==> src/rtl/generic_rr_arbiter.sv <==
// Packet-aware round-robin arbiter: NUM_REQ valid/ready sources share one
// registered output stream; a winner keeps the grant until its last beat.
module generic_rr_arbiter #(
   parameter int NUM_REQ    = 4,
   parameter int DATA_WIDTH = 32,
   parameter int IDX_W      = ($clog2(NUM_REQ) > 1) ? $clog2(NUM_REQ) : 1
) (
   input  logic                          clk,
   input  logic                          reset_n,
   input  logic [NUM_REQ-1:0]            req_valid_i,
   input  logic [NUM_REQ*DATA_WIDTH-1:0] req_data_i,
   input  logic [NUM_REQ-1:0]            req_last_i,
   output logic [NUM_REQ-1:0]            req_ready_o,
   output logic                          out_valid_o,
   output logic [DATA_WIDTH-1:0]         out_data_o,
   output logic                          out_last_o,
   output logic [IDX_W-1:0]              out_src_o,
   input  logic                          out_ready_i,
   output logic                          busy_o
);

   typedef enum logic {
      IDLE,
      LOCKED
   } state_t;

   state_t                state_q;
   state_t                state_d;
   logic [IDX_W-1:0]      owner_q;
   logic [IDX_W-1:0]      owner_d;
   logic [IDX_W-1:0]      ptr_q;
   logic [IDX_W-1:0]      ptr_d;
   logic [IDX_W-1:0]      hi_idx;
   logic [IDX_W-1:0]      lo_idx;
   logic                  hi_found;
   logic                  lo_found;
   logic [IDX_W-1:0]      win;
   logic                  win_vld;
   logic                  win_last;
   logic [DATA_WIDTH-1:0] win_data;
   logic                  slot_free;
   logic                  accept;

   // Descending scan so the lowest qualifying index is the one left standing
   always_comb begin
      hi_idx   = '0;
      lo_idx   = '0;
      hi_found = 1'b0;
      lo_found = 1'b0;
      for (int i = NUM_REQ - 1; i >= 0; i--) begin
         if (req_valid_i[i]) begin
            lo_idx   = IDX_W'(i);
            lo_found = 1'b1;
            if (IDX_W'(i) >= ptr_q) begin
               hi_idx   = IDX_W'(i);
               hi_found = 1'b1;
            end
         end
      end
   end

   always_comb begin
      win     = '0;
      win_vld = 1'b0;
      if (state_q == LOCKED) begin
         win     = owner_q;
         win_vld = req_valid_i[owner_q];
      end else begin
         win     = hi_found ? hi_idx : lo_idx;
         win_vld = lo_found;
      end
   end

   always_comb begin
      win_data = '0;
      win_last = 1'b0;
      for (int i = 0; i < NUM_REQ; i++) begin
         if (win == IDX_W'(i)) begin
            win_data = req_data_i[i*DATA_WIDTH +: DATA_WIDTH];
            win_last = req_last_i[i];
         end
      end
   end

   assign slot_free = !out_valid_o || out_ready_i;
   assign accept    = slot_free && win_vld;

   always_comb begin
      req_ready_o = '0;
      for (int i = 0; i < NUM_REQ; i++) begin
         req_ready_o[i] = reset_n && accept && (win == IDX_W'(i));
      end
   end

   always_comb begin
      state_d = state_q;
      owner_d = owner_q;
      ptr_d   = ptr_q;
      if (accept) begin
         if (win_last) begin
            state_d = IDLE;
            // Explicit wrap keeps non-power-of-2 counts correct
            if (win == IDX_W'(NUM_REQ - 1)) begin
               ptr_d = '0;
            end else begin
               ptr_d = win + 1'b1;
            end
         end else begin
            state_d = LOCKED;
            owner_d = win;
         end
      end
   end

   always_ff @(posedge clk or negedge reset_n) begin
      if (!reset_n) begin
         state_q <= IDLE;
         owner_q <= '0;
         ptr_q   <= '0;
      end else begin
         state_q <= state_d;
         owner_q <= owner_d;
         ptr_q   <= ptr_d;
      end
   end

   always_ff @(posedge clk or negedge reset_n) begin
      if (!reset_n) begin
         out_valid_o <= 1'b0;
         out_data_o  <= '0;
         out_last_o  <= 1'b0;
         out_src_o   <= '0;
      end else if (accept) begin
         out_valid_o <= 1'b1;
         out_data_o  <= win_data;
         out_last_o  <= win_last;
         out_src_o   <= win;
      end else if (out_ready_i) begin
         out_valid_o <= 1'b0;
      end
   end

   assign busy_o = (state_q == LOCKED);

endmodule

==> config.mk <==
export PLATFORM = sky130hd
export DESIGN_NAME = generic_rr_arbiter
export DESIGN_NICKNAME = d
export VERILOG_FILES = /design/src/rtl/generic_rr_arbiter.sv
export SDC_FILE = /design/constraint.sdc
export NUM_CORES = 1
export LEC_CHECK = 0
export ABC_AREA = 0
export CAP_MARGIN = 20
export CORE_ASPECT_RATIO = 1.25
export CORE_MARGIN = 2
export CORE_UTILIZATION = 36
export CTS_CLUSTER_DIAMETER = 100
export DETAILED_ROUTE_END_ITERATION = 8
export PLACE_DENSITY = 0.82
export SYNTH_ARGS = -nofsm -noshare
export SYNTH_HDL_FRONTEND = slang
export SYNTH_SLANG_ARGS = --single-unit
==> constraint.sdc <==
create_clock -name clk -period 3.3 [get_ports clk]
set_clock_uncertainty 0.1 [all_clocks]
set_input_delay 0.33 -clock clk [delete_from_list [all_inputs] [get_ports clk]]
set_output_delay 0.33 -clock clk [all_outputs]
set_load 0.01 [all_outputs]
==> results.sh, run 1 <==
export IMPL_post_cts_resized=0
export IMPL_rsz0062_at_grt="false"
export IMPL_crit_path_start="req_valid_i[1]"
export IMPL_ant_nets=0
export IMPL_cts_tree="done"
export IMPL_r2r_slack_ps=490
export IMPL_slowest_delay_ps=570
export IMPL_syn_area_sq_um=2630
export IMPL_ys_warn_count=0
export IMPL_hold_viol=0
export IMPL_critPathCaptureType="output pin"
export IMPL_core_sq_um=7020
export IMPL_holdPathStages=1
export IMPL_hold_path_startpoint="out_last_o$_DFFE_PN0P_"
export IMPL_setup_violations=0
export IMPL_drt_iter0_markers=109
export IMPL_worstPathMaxFanout=5
export IMPL_rows=34
export IMPL_die_height_microns=99.6
export IMPL_syn_nets=460
export IMPL_clock_sinks=41
export IMPL_final_core_util_pct=65.4
export IMPL_syn_to_final_growth_pct=74.4
export IMPL_layout_min_cycle_time_ps=3040
export IMPL_vias=3074
export IMPL_path_delay_family="buffers and inverters"
export IMPL_worstPathRequired_ps=2870
export IMPL_hold_class="flop to flop"
export IMPL_gp_congestion=0.832
export IMPL_slew_headroom_pct=68.4
export IMPL_layout_nets=629
export IMPL_ys_dominant_reg_cell="dfrtp_1"
export IMPL_die_w_microns=80.5
export IMPL_root_buffer="clkbuf_8"
export IMPL_start_util_pct=37.5
export IMPL_slew_viol_final=0
export IMPL_cts_max_path_buffers=2
export IMPL_cp_cell_sequence="clkdlybuf4s50_1, nand2_1, a21oi_1, nor2_1, a22o_1, inv_1, ha_1, and3_1, clkdlybuf4s50_1"
export IMPL_worst_pin_slew_ps=474
export IMPL_max_cap_violations=0
export IMPL_seq_area_frac_synth_pct=39.0
export IMPL_path_common_cell="clkdlybuf4s50_1"
export IMPL_pre_cts_ws_ps=92.3
export IMPL_numCtsBuffers=5
export IMPL_clkTransAtPathRegs_ps=80
export IMPL_dpl_cell_area_sq_um=4480
export IMPL_slowest_stage="clkdlybuf4s50_1"
export IMPL_dp_final_hpwl_microns=7170
export IMPL_grt_overflow_total=0
export IMPL_track_usage_pct=23.3
export IMPL_routedWlPerCell_microns=16.3
export IMPL_clk_latency_ps=290
export IMPL_worstPathArrival_ps=2610
export IMPL_dieArea_sq_um=8010
export IMPL_power_density_nw_per_um2=946
export IMPL_min_period_over_period_pct=92.1
export IMPL_diodes=0
export IMPL_viasPerCell=5.33
export IMPL_leakage_nw=1.77
export IMPL_drt_wl_total_microns=9420
export IMPL_final_cell_area_sq_um=4590
export IMPL_crit_buf_inv=3
export IMPL_grt_pass1_vias=3161
export IMPL_r2r_start="ptr_q[0]$_DFFE_PN0P_"
export IMPL_first_pass_iters=4
export IMPL_synth_enable_flop_cells=0
export IMPL_h_tree_depth=2
export IMPL_synthArstFlopShare_pct=100
export IMPL_ys_seq_elements=41
export IMPL_fin_ws_ps=260
export IMPL_crit_type="input port to output pin"
export IMPL_synth_cell_type_count=31
export IMPL_io_pins=180
export IMPL_postSynthAreaPerCell_sq_um=8.30
export IMPL_antenna_found_initial=0
export IMPL_ir_drop_v=0.000675
export IMPL_drcViolationCount=0
export IMPL_drive_above_1_share_pct=5.54
export IMPL_setup_tns_final_ps=0
export IMPL_grt_pass1_wl_microns=14700
export IMPL_reg2reg_to="owner_q[0]$_DFFE_PN0P_"
export IMPL_critPathLaunchType="input port"
export IMPL_worstSetupPathDepth=9
export IMPL_netlist_instances=317
export IMPL_status="completed"
export IMPL_r2r_cells=11
export IMPL_grt_max_degree=41
export IMPL_crit_end="req_ready_o[1]"
export IMPL_io_buffer_count=179
export IMPL_max_freq_ghz=0.329
-- sequential cells by signal, summed over array words and instances, names as in the netlist --
signal	cells
owner_q	2
out_src_o	2
busy_o	1
out_data_o	32
out_valid_o	1
out_last_o	1
ptr_q	2
-- cells by family (layout without fill, tap and decap cells) --
group	after synthesis	in the layout	synth area share [%]
fa+ha+maj	4	4	1.90
mux	6	6	2.52
flops	41	41	39.0
buf+inv	35	205	6.47
simple gates	119	119	22.6
compound gates	112	112	27.5
-- routing by layer --
layer | global-route usage [%] | part of all wire [%] | up-vias
met5 | 0 | 0 | -
met4 | 6.52 | 1.9 | 0
met3 | 5.81 | 7.4 | 15
met2 | 44.7 | 52 | 121
met1 | 24.4 | 38 | 1440
li1 | - | - | 1498
-- where the power goes --
part	internal (W)	switching (W)
Combinational	0.00148	0.00156
Sequential	0.000780	0.000156
Clock	0.000189	0.000175
-- cell usage after synthesis (2+ instances only) --
master	n	area [sq um]
a21oi_1	69	345
a221oi_1	31	272
a22oi_1	2	15.0
and3_1	4	25.0
buf_2	7	35.0
buf_4	2	15.0
buf_6	3	33.8
clkbuf_1	17	63.8
dfrtp_1	41	1030
ha_1	4	50.1
inv_1	5	18.8
mux2_1	4	45.0
nand2_1	6	22.5
nand2b_1	2	12.5
nor2_1	39	146
nor2b_1	34	213
nor3_1	31	155
o21ai_0	3	15.0
-- repair_timing --
| action | 4_1_cts | 5_1_grt |
|---|---|---|
| hold endpoints to repair | 17 | 0 |
| setup buffers | 0 | 0 |
| hold buffers | 1 | 0 |
-- final cells by class --
type / instances / area, sq um
Multi-Input combinational cell: 241 / 1440
Sequential cell: 41 / 1030
Clock buffer: 7 / 96.3
Tap cell: 90 / 113
Fill cell: 582 / 2430
Inverter: 5 / 18.8
Timing Repair Buffer: 192 / 1890
Clock inverter: 1 / 5.00
-- cells in the final DEF, fill, tap and decap left out, types with 2 or more instances in the layout --
| cell type | count |
|---|---|
| mux2_1 | 4 |
| nand2b_1 | 2 |
| a221oi_1 | 31 |
| nor2_1 | 39 |
| clkbuf_8 | 7 |
| a22oi_1 | 2 |
| a21oi_1 | 69 |
| ha_1 | 2 |
| dfrtp_1 | 41 |
| and3_1 | 4 |
| nor2b_1 | 33 |
| o21ai_0 | 3 |
| clkdlybuf4s50_1 | 178 |
| nand2_1 | 6 |
| buf_4 | 12 |
| nor3_1 | 31 |
| inv_1 | 5 |
| ha_2 | 2 |
-- how the worst min path moves through the flow --
stage / end / slack (ps)
after detailed placement: out_data_o[30]$_DFFE_PN0P_ / 210
after CTS: out_last_o$_DFFE_PN0P_ / 400
after global placement: out_data_o[14]$_DFFE_PN0P_ / 210
after global routing: out_last_o$_DFFE_PN0P_ / 440
after floorplan: busy_o$_DFFE_PN0P_ / -70
final: out_last_o$_DFFE_PN0P_ / 400
-- through the flow --
step,hold slack (ps),power [W],cells
after floorplan,-65.6,0.00289,317
after global placement,209,0.00389,568
after detailed placement,209,0.00399,568
after CTS,398,0.00437,577
after global routing,435,0.00473,577
final,397,0.00434,577
Note: power is estimated with default switching activity, not from simulation.
==> run 2: changes to the inputs <==
--- a/config.mk
+++ b/config.mk
@@ -16,3 +16,4 @@
 export SYNTH_ARGS = -nofsm -noshare
 export SYNTH_HDL_FRONTEND = slang
 export SYNTH_SLANG_ARGS = --single-unit
+export TNS_END_PERCENT = 20
==> results of run 2 <==
Same layout as run 1: the final DEF is identical, and so are final timing and power.
==> run 3: changes to the inputs <==
--- a/config.mk
+++ b/config.mk
@@ -5,14 +5,14 @@
 export SDC_FILE = /design/constraint.sdc
 export NUM_CORES = 1
 export LEC_CHECK = 0
-export ABC_AREA = 0
+export ABC_AREA = 1
 export CAP_MARGIN = 20
 export CORE_ASPECT_RATIO = 1.25
 export CORE_MARGIN = 2
-export CORE_UTILIZATION = 36
+export CORE_UTILIZATION = 37
 export CTS_CLUSTER_DIAMETER = 100
 export DETAILED_ROUTE_END_ITERATION = 8
-export PLACE_DENSITY = 0.82
+export PLACE_DENSITY = 0.81
 export SYNTH_ARGS = -nofsm -noshare
 export SYNTH_HDL_FRONTEND = slang
 export SYNTH_SLANG_ARGS = --single-unit
==> run 3 against run 2 <==
Worst hold slack got worse by 390 ps. Critical path type unchanged. Combinational power down 3%. Largest power group unchanged. Largest cell class unchanged. Non-clock buffer count is 5 lower.
==> results.sh, run 3 <==
export IMPL_synthMostInstantiatedCell="nand2_1"
export IMPL_grt_pass1_vias=3463
export IMPL_slew_headroom_pct=60.6
export IMPL_nFillCells=710
export IMPL_synth_commonest_cells="236 x nand2_1, 41 x dfrtp_1, 37 x o21ai_0"
export IMPL_final_cells=707
export IMPL_grt_max_degree=67
export IMPL_worst_pin_slew_ps=591
export IMPL_synth_cell_type_count=22
export IMPL_start_util_pct=38.4
export IMPL_post_cts_resized=0
export IMPL_cts_tree="done"
export IMPL_final_cell_mix="236 x nand2_1, 178 x clkdlybuf4s50_1, 41 x dfrtp_1"
export IMPL_worstPathMaxFanout=6
export IMPL_timing_hold_ws_ps=3.58
export IMPL_vias=3494
export IMPL_routedWlPerCell_microns=14.0
export IMPL_layout_min_cycle_time_ps=2980
export IMPL_dp_final_hpwl_microns=7390
export IMPL_rsz0062_at_grt="false"
export IMPL_dieArea_sq_um=8450
export IMPL_drcViolationCount=0
export IMPL_clock_sinks=41
export IMPL_ys_warn_count=0
export IMPL_pre_cts_ws_ps=309
export IMPL_drive_above_1_share_pct=3.90
export IMPL_regArea_sq_um=1030
export IMPL_max_freq_ghz=0.336
export IMPL_diodes=0
export IMPL_core_sq_um=7440
export IMPL_dp_cells=701
export IMPL_critPathCaptureType="output pin"
export IMPL_critPathLaunchType="input port"
export IMPL_total_power_w=0.00413
export IMPL_ys_seq_elements=41
export IMPL_drt_wl_total_microns=9910
export IMPL_syn_to_final_growth_pct=64.6
export IMPL_first_pass_iters=5
export IMPL_slowest_delay_ps=570
export IMPL_min_period_over_period_pct=90.3
export IMPL_path_common_cell="nand2_1"
export IMPL_syn_nets=593
export IMPL_worstPathRequired_ps=2870
export IMPL_status="completed"
export IMPL_max_cap_violations=0
export IMPL_syn_area_sq_um=2860
export IMPL_root_buffer="clkbuf_8"
export IMPL_rows=35
export IMPL_hold_viol=0
export IMPL_final_common_cell="nand2_1"
export IMPL_numCtsBuffers=5
export IMPL_cp_cell_sequence="clkdlybuf4s50_1, inv_1, o21ai_0, nand2_1, nand2_1, nand2_1, nand2_1, ha_1, inv_1, nor2_1, clkdlybuf4s50_1"
export IMPL_setup_violations=0
export IMPL_layout_nets=759
export IMPL_grt_overflow_total=0
export IMPL_synth_top_cell_by_area="dfrtp_1"
export IMPL_seq_area_frac_synth_pct=35.9
export IMPL_worstPathArrival_ps=2550
export IMPL_h_tree_depth=2
export IMPL_antenna_found_initial=0
export IMPL_power_density_nw_per_um2=877
export IMPL_hold_buffers=0
export IMPL_cts_setup_buffers=0
export IMPL_path_delay_family="buffers and inverters"
export IMPL_synth_enable_flop_cells=0
export IMPL_setup_tns_final_ps=0
export IMPL_synth_top_area_share_pct=35.9
export IMPL_postSynthAreaPerCell_sq_um=6.35
export IMPL_die_w_microns=82.6
export IMPL_viasPerCell=4.94
export IMPL_track_usage_pct=24.0
export IMPL_drt_iter0_markers=133
export IMPL_ant_nets=0
export IMPL_crit_type="input port to output pin"
export IMPL_multi_input_area_sq_um=1580
export IMPL_io_buffer_count=179
export IMPL_synthTopCellsByArea="dfrtp_1 36%, nand2_1 31%, o21ai_0 6.5%, a21oi_1 6.0%, o21ai_1 5.3%"
export IMPL_leakage_nw=2.18
export IMPL_clkTransAtPathRegs_ps=80
export IMPL_ys_dominant_reg_cell="dfrtp_1"
export IMPL_synthArstFlopShare_pct=100
export IMPL_io_pins=180
export IMPL_die_height_microns=102
export IMPL_cts_max_path_buffers=2
export IMPL_grt_pass1_wl_microns=15700
export IMPL_top_register="out_data_o"
export IMPL_slowest_stage="clkdlybuf4s50_1"
export IMPL_netlist_instances=450
export IMPL_hold_class="input port to async pin"
export IMPL_ir_drop_v=0.000539
export IMPL_slew_viol_final=0
export IMPL_gp_congestion=0.852
export IMPL_largest_register_ffs=32
export IMPL_clk_latency_ps=290
export IMPL_crit_buf_inv=4
export IMPL_fin_ws_ps=321
## run 3: cell types whose count changed in the layout (fill, tap and decap cells not counted), sizes merged, moves of 4 or more
cell,before,now
nand2,6,237
nor2b,34,0
o21ai,4,67
a221oi,31,0
buf,13,9
nor3,31,0
nor2,39,13
nand3,1,8
and3,4,0
mux2,5,0
a21oi,69,34
inv,5,16
## run 3: through the flow
step           utilization (%)  instance area, sq um
6_report                  63.2                  4700
2_1_floorplan                -                  2860
3_3_place_gp              62.2                  4630
4_1_cts                   63.2                  4700
5_1_grt                   63.2                  4700
3_5_place_dp              62.2                  4630
## run 3: metal layers
metal  global-route usage [%]  wire length, microns  vias to the layer above
met2                     42.9                  5110                      141
met5                        0                     0                        -
met3                     4.24                   641                       21
met1                     27.4                  3820                     1577
li1                         -                     -                     1755
met4                     10.8                   338                        0
## run 3: kinds of logic after synthesis
kind of cell	after synthesis	synth area share (%)
AND/OR/NAND/NOR	260	35.8
flip-flops	41	35.9
buffers and inverters	44	8.93
adder cells (fa/ha/maj)	4	1.75
AO/OA/AOI/OAI	101	17.7
## run 3: path summary, 6_finish.rpt
check,slack (ps),start,cells past startpoint,to
hold / removal,4,reset_n,2,out_data_o[31]$_DFFE_PN0P_
hold reg to reg,380,out_data_o[12]$_DFFE_PN0P_,2,out_data_o[12]$_DFFE_PN0P_
setup / recovery,320,req_valid_i[3],11,req_ready_o[1]
max in group asynchronous,2740,reset_n,2,out_data_o[1]$_DFFE_PN0P_
setup reg to reg,670,ptr_q[1]$_DFFE_PN0P_,18,ptr_q[0]$_DFFE_PN0P_
min in group clk,380,out_data_o[12]$_DFFE_PN0P_,2,out_data_o[12]$_DFFE_PN0P_
## run 3: final cells by class
class | count | area share [%]
flip-flops and latches | 41 | 21.8
multi-input cells | 365 | 33.6
inverters | 16 | 1.33
repair buffers | 187 | 39.3
well taps | 92 | 2.45
clock buffers | 5 | 1.46
clock inverters | 1 | 0.106
## run 3: power breakdown
| part | total [W] | internal (W) | switching [W] |
|---|---|---|---|
| logic | 0.00294 | 0.00123 | 0.00171 |
| registers | 0.000886 | 0.000749 | 0.000137 |
| clock network | 0.000306 | 0.000139 | 0.000167 |
| total | 0.00413 | 0.00212 | 0.00201 |
